$ cat src/rtl/mem_access_unit.sv
// Load/store sequencer for the byte-addressed data RAM: validates each request,
// walks the RAM through SETUP/STROBE/CAPTURE and returns a one-cycle response.
module mem_access_unit #(
  parameter int dataWidth = 32,
  parameter int memBytes  = 512
) (
  input  logic                 clk,
  input  logic                 reset,
  input  logic                 reqValid,
  output logic                 reqReady,
  input  logic                 reqWrite,
  input  logic [1:0]           reqSize,
  input  logic                 reqSigned,
  input  logic [dataWidth-1:0] reqAddress,
  input  logic [dataWidth-1:0] reqWriteData,
  output logic                 respValid,
  output logic [dataWidth-1:0] respData,
  output logic                 respError,
  output logic                 memWrite,
  output logic                 memRead,
  output logic [1:0]           sizeSignal,
  output logic [dataWidth-1:0] address,
  output logic [dataWidth-1:0] writeData,
  input  logic [dataWidth-1:0] readData
);

  typedef enum logic [2:0] {
    S_IDLE,
    S_SETUP,
    S_STROBE,
    S_CAPTURE,
    S_RESP
  } state_t;

  localparam logic [dataWidth:0] MEM_LIMIT = (dataWidth + 1)'(memBytes);

  state_t               r_state;
  state_t               w_state_next;
  logic                 r_write;
  logic                 r_signed;
  logic [1:0]           r_size;
  logic [dataWidth-1:0] r_address;
  logic [dataWidth-1:0] r_write_data;
  logic [dataWidth-1:0] r_resp_data;
  logic                 r_resp_error;

  logic                 w_accept;
  logic                 w_illegal;
  logic [1:0]           w_bytes_m1;
  logic [dataWidth:0]   w_last;
  logic [dataWidth-1:0] w_word_rev;
  logic [dataWidth-1:0] w_load_data;

  assign w_accept = (r_state == S_IDLE) && reqValid;

  always_comb begin
    w_bytes_m1 = 2'd0;
    case (reqSize)
      2'd1:    w_bytes_m1 = 2'd1;
      2'd2:    w_bytes_m1 = 2'd3;
      default: w_bytes_m1 = 2'd0;
    endcase
  end

  // Last touched byte, one bit wider than the address so a carry cannot wrap.
  assign w_last    = {1'b0, reqAddress} + {{(dataWidth - 1){1'b0}}, w_bytes_m1};
  assign w_illegal = (reqSize == 2'd3)
                   || ((reqSize == 2'd1) && reqAddress[0])
                   || ((reqSize == 2'd2) && (reqAddress[1:0] != 2'b00))
                   || (w_last >= MEM_LIMIT);

  // The RAM presents the byte at the lowest address in the most significant lane.
  genvar gi;
  generate
    for (gi = 0; gi < dataWidth / 8; gi++) begin : g_rev
      assign w_word_rev[gi*8 +: 8] = readData[dataWidth-8-gi*8 +: 8];
    end
  endgenerate

  always_comb begin
    w_load_data = w_word_rev;
    case (r_size)
      2'd0:    w_load_data = {{(dataWidth - 8){r_signed & readData[7]}}, readData[7:0]};
      2'd1:    w_load_data = {{(dataWidth - 16){r_signed & readData[7]}},
                              readData[7:0], readData[15:8]};
      default: w_load_data = w_word_rev;
    endcase
  end

  always_comb begin
    w_state_next = r_state;
    reqReady     = 1'b0;
    respValid    = 1'b0;
    memWrite     = 1'b0;
    memRead      = 1'b0;
    case (r_state)
      S_IDLE: begin
        reqReady = 1'b1;
        if (reqValid) w_state_next = w_illegal ? S_RESP : S_SETUP;
      end
      S_SETUP:   w_state_next = S_STROBE;
      S_STROBE: begin
        memWrite     = r_write;
        memRead      = !r_write;
        w_state_next = S_CAPTURE;
      end
      S_CAPTURE: begin
        memWrite     = r_write;
        memRead      = !r_write;
        w_state_next = S_RESP;
      end
      S_RESP: begin
        respValid    = 1'b1;
        w_state_next = S_IDLE;
      end
      default:   w_state_next = S_IDLE;
    endcase
  end

  always_ff @(posedge clk or posedge reset) begin
    if (reset) begin
      r_state      <= S_IDLE;
      r_write      <= 1'b0;
      r_signed     <= 1'b0;
      r_size       <= 2'd0;
      r_address    <= '0;
      r_write_data <= '0;
      r_resp_data  <= '0;
      r_resp_error <= 1'b0;
    end else begin
      r_state <= w_state_next;
      if (w_accept) begin
        r_write      <= reqWrite;
        r_signed     <= reqSigned;
        r_resp_error <= w_illegal;
        r_resp_data  <= '0;
        // Illegal requests leave the RAM-facing bus untouched.
        if (!w_illegal) begin
          r_size       <= reqSize;
          r_address    <= reqAddress;
          r_write_data <= reqWriteData;
        end
      end
      if ((r_state == S_CAPTURE) && !r_write) r_resp_data <= w_load_data;
    end
  end

  assign sizeSignal = r_size;
  assign address    = r_address;
  assign writeData  = r_write_data;
  assign respData   = r_resp_data;
  assign respError  = r_resp_error;

endmodule

$ cat config.mk
export PLATFORM = sky130hd
export DESIGN_NAME = mem_access_unit
export DESIGN_NICKNAME = d
export VERILOG_FILES = /design/src/rtl/mem_access_unit.sv
export SDC_FILE = /design/constraint.sdc
export NUM_CORES = 1
export LEC_CHECK = 0
export CAP_MARGIN = 20
export CORE_MARGIN = 2
export CORE_UTILIZATION = 47
export CTS_BUF_LIST = sky130_fd_sc_hd__clkbuf_8
export CTS_CLUSTER_SIZE = 14
export DETAILED_ROUTE_END_ITERATION = 7
export PLACE_DENSITY = 0.88
export SLEW_MARGIN = 20
export SYNTH_ARGS = -nofsm -noshare
export SYNTH_HDL_FRONTEND = slang
export SYNTH_SLANG_ARGS = --single-unit
$ cat constraint.sdc
create_clock -name clk -period 6.7 [get_ports clk]
set_input_delay 0.67 -clock clk [delete_from_list [all_inputs] [get_ports clk]]
set_output_delay 0.67 -clock clk [all_outputs]
set_load 0.005 [all_outputs]
Yosys cells after proc, flatten, opt, wreduce, memory -nomap -nowiden. Cells that the tools add are included.

Register bits after elaboration: 104. Output and inout bits: 103. Word-level logic and storage cells: 46.

$add $sub $neg: 1. $lt $le $gt $ge: 1. Equal/unequal tests: 9. Multiplexer cells: 11. Bitwise gates (word level): 2. Reductions and logical operators: 14.

Operators by type and width (count): 32-bit 2-to-1 mux (2); 32-bit one-hot mux with 2 select lines (1); 32-bit by 2-bit adder with 33-bit output (1); 33-bit by 10-bit >= comparator with 1-bit output, second input constant (1); 3-bit one-hot mux with 4 select lines (1); 3-bit by 2-bit equality test with 1-bit output, second input constant (2); 3-bit 2-to-1 mux (2); 2-bit by 1-bit equality test with 1-bit output, second input constant (2); 2-bit equality test, second input constant (2); 1-bit logical AND (4); 1-bit 2-to-1 mux (4); 2-bit one-hot mux with 2 select lines (1); 2-bit nonzero test (2); 3-bit by 1-bit equality test with 1-bit output, second input constant (1); 3-bit equality test, second input constant (1); 3-bit logical NOT (1); 1-bit logical OR (3); 2-bit logical NOT (1); 2-bit inequality test, second input constant (1); 2-bit AND reduction (1); 2-bit OR reduction (1); 1-bit bitwise AND (1); 1-bit logical NOT (1); 1-bit inverter (1).

Logic depth before layout (Yosys ltp). Gate-level depths: netlist of run 1.

Depth in word-level cells: 8. Gate-level depth with buffers: 14. Depth with buffers taken out: 12.

Worst setup path after synthesis of run 1. OpenSTA, ideal clock, no wires.

Path type: input port to flip-flop. Start: input port reqSize[0]. End: register r_write_data[12], in the netlist writeData[12]. Data arrival time: 3.683 ns. Slack: 2.889 ns. Stages: 14. Buffers on the path: 2. Path through: inv_1 ha_1 inv_1 ha_1 fa_1 nand2_1 nor3_4 a311o_1 a2111oi_0 nand4_1 nor4_2 buf_4 buf_6 mux2_1.

Longest elaborated chain between the ends: 7. Elaborated cells between the ends (all ways): 13.

RTL lines: from (decl) (RTL line 12) `input logic [1:0] reqSize,`; 2-bit equality test / 2-bit by 1-bit equality test with 1-bit output (equally long branches) (RTL line 58, 69, 68); 2-bit one-hot mux with 2 select lines / 1-bit logical AND (equally long branches) (RTL line 58, 68); 32-bit by 2-bit adder with 33-bit output / 1-bit logical OR (equally long branches) (RTL line 66, 68); 33-bit by 10-bit >= comparator with 1-bit output / 1-bit logical OR (equally long branches) (RTL line 70, 69); 1-bit logical OR * (RTL line 70) `|| (w_last >= MEM_LIMIT);`; 1-bit inverter (no line) *; 2-bit AND reduction (no line) *; to (signal assigned) (RTL line 141) `r_write_data <= reqWriteData;`; to (decl) (RTL line 43) `logic [dataWidth-1:0] r_write_data;`.

Every way passes the cells marked *; elsewhere a longest branch is shown, timed or not. A chain may end at the register's enable or synchronous reset.

Worst setup path after layout of run 1.
Start: input port reqSize[0]. End: register r_write_data[9], in the netlist writeData[9].

The elaborated chain is that of the path after synthesis.

==> results.cfg, run 1 <==
[route]
finalWirelength_um = 13400
wire_per_inst_um = 17.4
ant_nets = 0
drtIter0Drc = 207
first_pass_iters = 5
drc_errors = 0
vias_per_cell = 5.52
via_count = 4231

[die]
die_w_um = 105
num_rows = 37
fp.dieArea_mm2 = 0.0111
coreArea_mm2 = 0.0101
die_h_um = 105
initial_core_util = 0.476
io_pins = 206

[layout]
final_area_mm2 = 0.00719
final_cells = 767
fillers = 746
diodes = 0
fin_nets = 735
drive_above_1_share = 0.108
area.growth.synth_to_final_pct = 48.8

[setup_path]
crit_type = primary input to register
cp_data_required_time_ps = 6950
worstRegToRegCells = 5
crit_path_end_kind = register
cp_data_arrival_time_ps = 4710
crit_fanout = 41
worstSetupStartpointType = primary input
r2r_setup_slack_ps = 4360

[power_and_ir_drop]
leakage_nw = 3.16
power_density_mw_per_mm2 = 160
ir_drop_mv = 0.0951

[cts]
cts_sinks = 104
clk_pin_slew_ps = 100
cts.repair.resized = 0
post_cts_buffers = 0
cts_tree = built
postCtsHoldBufs = 0
clockRootBuffer = clkbuf_8
clk_latency_ps = 370
clk_path_buf_depth = 2
cts_made_buffers = 9
htree_levels = 3

[placement]
hpwl_um = 9730
routabilityCongestion = 0.922
io_buffers = 205
dp_slack_ps = 1880
placed_cells = 751
place_area_mm2 = 0.00700

[global_route]
grt_pass1_vias = 4173
grt_max_degree = 55
antenna_found_initial = 0
gr-total-overflow = 0
track_usage = 0.239
grt_first_pass_wirelength_um = 21100

[status]
outcome = completed

[timing]
worstMarginPinSlew_ps = 838
rsz0062_at_grt = no
final-max-slew-violation-count = 0
max_freq_ghz = 0.224
fin_crit_sh = 0.667
clock-skew-final_ps = 11.7
fin_tns_setup_ps = 0
finalWorstSetupSlack_ps = 2230
hold_viol = 0
slew_headroom = 0.441
setup_viol = 0
fin_crit_ps = 4470

[yosys]
yosysTopAreaCell = dfrtp_1
syn-num-nets = 536
avgSynthCellArea_um2 = 11.3
synth.top_cell.area_share = 0.539
yosysMostFrequentCell = dfrtp_1
yosys-top-cells-count = dfrtp_1, mux2_2, a21oi_1
synthArstFlopShare = 1.00
synth.distinct_cells = 53
synth_seq_cells = 104
synth_edf_count = 0
ys_dominant_reg_cell = dfrtp_1
synth_cells = 427
yosys_warnings = 0
synthTopCellsByArea = dfrtp_1, mux2_2, a21oi_1
ys_seq_area_frac = 0.539
synth_area_mm2 = 0.00483

[hold_path]
hold_class = register to register
hold_path_depth = 2

[run]
maxCapViolCount = 0
-- cells in the final DEF, fill, tap and decap left out, types with 3 or more instances in the layout --
cell type,instances
nand3_1,7
mux2i_1,9
xnor2_1,6
clkbuf_8,11
nand2_1,27
nor2_1,25
xor2_1,4
nor3_1,8
and3_1,3
mux2_1,7
and4_1,4
a22o_1,16
buf_4,4
clkdlybuf4s50_1,205
dfrtp_1,104
nand2b_1,16
nand4_1,8
o21ai_0,20
nor2b_1,22
a21oi_1,29
mux2_2,39
inv_1,6
ha_1,5
nor4_1,4
-- per-stage QoR --
step | hold WS, ps | power (W) | utilization
floorplan | 473 | 0.000690 | -
global placement | 466 | 0.000772 | 0.690
detailed placement | 470 | 0.000775 | 0.690
CTS | 492 | 0.00115 | 0.709
global route | 519 | 0.00120 | 0.709
finish | 490 | 0.00115 | 0.709
-- cells by family (layout without fill, tap and decap cells) --
family,after synthesis,after routing,share of synthesized area
muxes,55,55,0.126
xor gates and xnor gates,10,10,0.0181
DFF,104,104,0.539
AOI/OAI and AO/OA,83,83,0.110
adders and majority gates,6,6,0.0171
and+or+nand+nor,142,142,0.165
buffers and inverters,27,231,0.0249
-- registers in the layout, summed over array words and instances, names as in the netlist --
register and cells:
respData 32, sizeSignal 2, respError 1, writeData 32, r_write 1, r_signed 1
r_state 3, address 32
-- final cells by class --
type	instances	area, µm²	area share
clock buffer	11	151	0.0211
timing repair buffer	209	2080	0.290
multi-input combinational	296	2120	0.295
tap	136	170	0.0237
sequential	104	2600	0.362
inverter	6	25.0	0.00348
clock inverter	5	37.5	0.00522
-- final timing paths --
path                               from             to
max                          reqSize[0]   writeData[9]
min                        respData[15]   respData[15]
max reg2reg                  r_state[0]   writeData[9]
min reg2reg                respData[15]   respData[15]
max in group asynchronous         reset  writeData[31]
min in group asynchronous         reset  writeData[18]
-- per-layer routing --
layer / vias up / global-route usage / part of all wire
met1: 2070 / 0.314 / 0.43
met3: 27 / 0.0581 / 0.078
met2: 198 / 0.381 / 0.47
met5: - / 0 / 0
met4: 0 / 0.0952 / 0.025
li1: 1936 / - / -
-- report_power, final --
group	internal [W]	leakage [nW]	switching, W
combinational	0.0000731	1.61	0.0000594
clock	0.000159	0.103	0.000225
sequential	0.000629	1.44	0.00000239
-- critical path: stages --
cell and delay, ps:
clkdlybuf4s50_1 540, inv_1 60, ha_1 270, inv_1 40, ha_1 190, fa_1 470
nand2_1 150, nor3_4 70, a311o_1 350, a2111oi_0 420, nand4_1 250, nor4_4 350
buf_4 440, mux2_2 400
Power figures use the tool's default switching activity.
==> run 2: changes to the inputs <==
--- a/config.mk
+++ b/config.mk
@@ -7,11 +7,11 @@
 export LEC_CHECK = 0
 export CAP_MARGIN = 20
 export CORE_MARGIN = 2
-export CORE_UTILIZATION = 47
+export CORE_UTILIZATION = 40
 export CTS_BUF_LIST = sky130_fd_sc_hd__clkbuf_8
 export CTS_CLUSTER_SIZE = 14
 export DETAILED_ROUTE_END_ITERATION = 7
-export PLACE_DENSITY = 0.88
+export PLACE_DENSITY = 0.79
 export SLEW_MARGIN = 20
 export SYNTH_ARGS = -nofsm -noshare
 export SYNTH_HDL_FRONTEND = slang
==> constraint.sdc (replaced) <==
create_clock -name clk -period 3.7 [get_ports clk]
set_input_delay 0.37 -clock clk [delete_from_list [all_inputs] [get_ports clk]]
set_output_delay 0.37 -clock clk [all_outputs]
set_load 0.005 [all_outputs]
==> run 2 against run 1 <==
Effect of this change:
- flip-flop and latch count unchanged
- clock power increased by 110%
- first-iteration DRC count is 5.3% lower
- cell count grew 4.7%
- global-route usage shrank 2.8 points
- largest power group unchanged
==> results.cfg, run 2 (synthesis gave the netlist of run 1 again) <==
[cts]
cts_made_buffers = 9
postCtsHoldBufs = 0
cts_tree = built
htree_levels = 3
clk_pin_slew_ps = 110
clockRootBuffer = clkbuf_8
clk_path_buf_depth = 2
cts_sinks = 104
clk_latency_ps = 370

[route]
drc_errors = 0
first_pass_iters = 4
via_count = 4204
drtIter0Drc = 196
vias_per_cell = 5.24
ant_nets = 0
wire_per_inst_um = 17.2
finalWirelength_um = 13800

[placement]
dp_slack_ps = -428
hpwl_um = 10300
place_area_mm2 = 0.00719
io_buffers = 205
routabilityCongestion = 0.895
placed_cells = 783

[setup_path]
max_stage_delay_ps = 490
crit_path_end_kind = register
crit_family = buffers and inverters
startpoint = reqSize[0]
critPathSlowestCell = clkdlybuf4s50_1
crit_fanout = 20
worstSetupStartpointType = primary input
regToRegStartpoint = r_state[1]
cp.buffers_inverters = 5
cp_data_required_time_ps = 3950
crit_chain = clkdlybuf4s50_1, inv_1, ha_1, inv_1, ha_1, fa_2, nand2_2, nor3_4, a311o_1, a2111oi_1, nand4_1, nor4_4, buf_6, buf_12, mux2_2
r2r_setup_slack_ps = 1450
cp_data_arrival_time_ps = 3840
crit_type = primary input to register

[layout]
diodes = 0
area.growth.synth_to_final_pct = 55.2
drive_above_1_share = 0.143
mostFrequentLayoutCells = clkdlybuf4s50_1, dfrtp_1, mux2_2, a21oi_1
fin_nets = 760
final_cells = 803
final_common_cell = clkdlybuf4s50_1
final_area_mm2 = 0.00749

[status]
outcome = completed

[timing]
fin_crit_sh = 0.970
setup_viol = 0
max_freq_ghz = 0.279
finalWorstSetupSlack_ps = 110
worstMarginPinSlew_ps = 804
hold_viol = 0
clock-skew-final_ps = 16.4
final-max-slew-violation-count = 0
fin_crit_ps = 3590
slew_headroom = 0.464

[die]
initial_core_util = 0.405
io_pins = 206
num_rows = 40
die_h_um = 114
coreArea_mm2 = 0.0119
fp.dieArea_mm2 = 0.0130
die_w_um = 114

[global_route]
antenna_found_initial = 0
track_usage = 0.211
grt_pass1_vias = 4471
grt_first_pass_wirelength_um = 21700
gr-total-overflow = 0
grt_max_degree = 105

[power_and_ir_drop]
ir_drop_mv = 0.165
leakage_nw = 3.32
finalPower_w = 0.00219
power_density_mw_per_mm2 = 292

[run]
maxCapViolCount = 0

[hold_path]
hold_class = primary input to async pin
-- run 2: cell types whose count changed in the layout (fill, tap and decap cells not counted), sizes merged --
cell	change
buf	+24
bufinv	+2
inv	-1
-- run 2: what timing repair did --
| item | CTS | global route |
|---|---|---|
| gates resized for setup | 0 | 9 |
| pin swaps | 1 | 2 |
| endpoints found under the setup margin | 42 | 55 |
| buffers inserted | 0 | 2 |
| gates cloned | 0 | 2 |
-- run 2: report_power, final --
part / internal (W) / leakage (nW) / total, W / switching (W)
registers: 0.00114 / 1.44 / 0.00114 / 0.00000431
clock network: 0.000403 / 0.119 / 0.000790 / 0.000387
logic: 0.000144 / 1.76 / 0.000255 / 0.000112
total: 0.00169 / 3.32 / 0.00219 / 0.000503
-- run 2: metal layers --
metal | global-route usage | vias to the layer above | share of wire
li1 | - | 1968 | -
met1 | 0.252 | 2052 | 0.42
met2 | 0.364 | 161 | 0.49
met3 | 0.0579 | 23 | 0.073
met4 | 0.0813 | 0 | 0.021
met5 | 0 | - | 0
-- run 2: worst paths after layout --
check                               endpoint  depth (start not counted)
worst max-delay path            writeData[4]                         15
worst min-delay path            respData[19]                          3
worst max register to register  respData[30]                          4
worst min register to register  respData[31]                          2
max in group asynchronous         address[4]                          3
min in group clk                respData[31]                          2
-- run 2: through the flow --
stage	util	setup TNS [ps]	hold slack [ps]
after global routing	0.629	-146	508
after detailed placement	0.604	-22580	473
final	0.629	0	447
after floorplan	-	0	473
after CTS	0.623	0	476
after global placement	0.604	-18360	465
-- run 2: cell type report --
| class | count | area (µm²) |
|---|---|---|
| Clock inverter | 6 | 90.1 |
| Multi-Input combinational cell | 296 | 2130 |
| Tap cell | 147 | 184 |
| Inverter | 6 | 25.0 |
| Sequential cell | 104 | 2600 |
| Timing Repair Buffer | 234 | 2320 |
| Clock buffer | 10 | 138 |
| Fill cell | 1000 | 4420 |
-- run 2: tightest hold or removal path: cells and delay by family --
kind	cells	cell delay (ps)
buf+inv	3	910
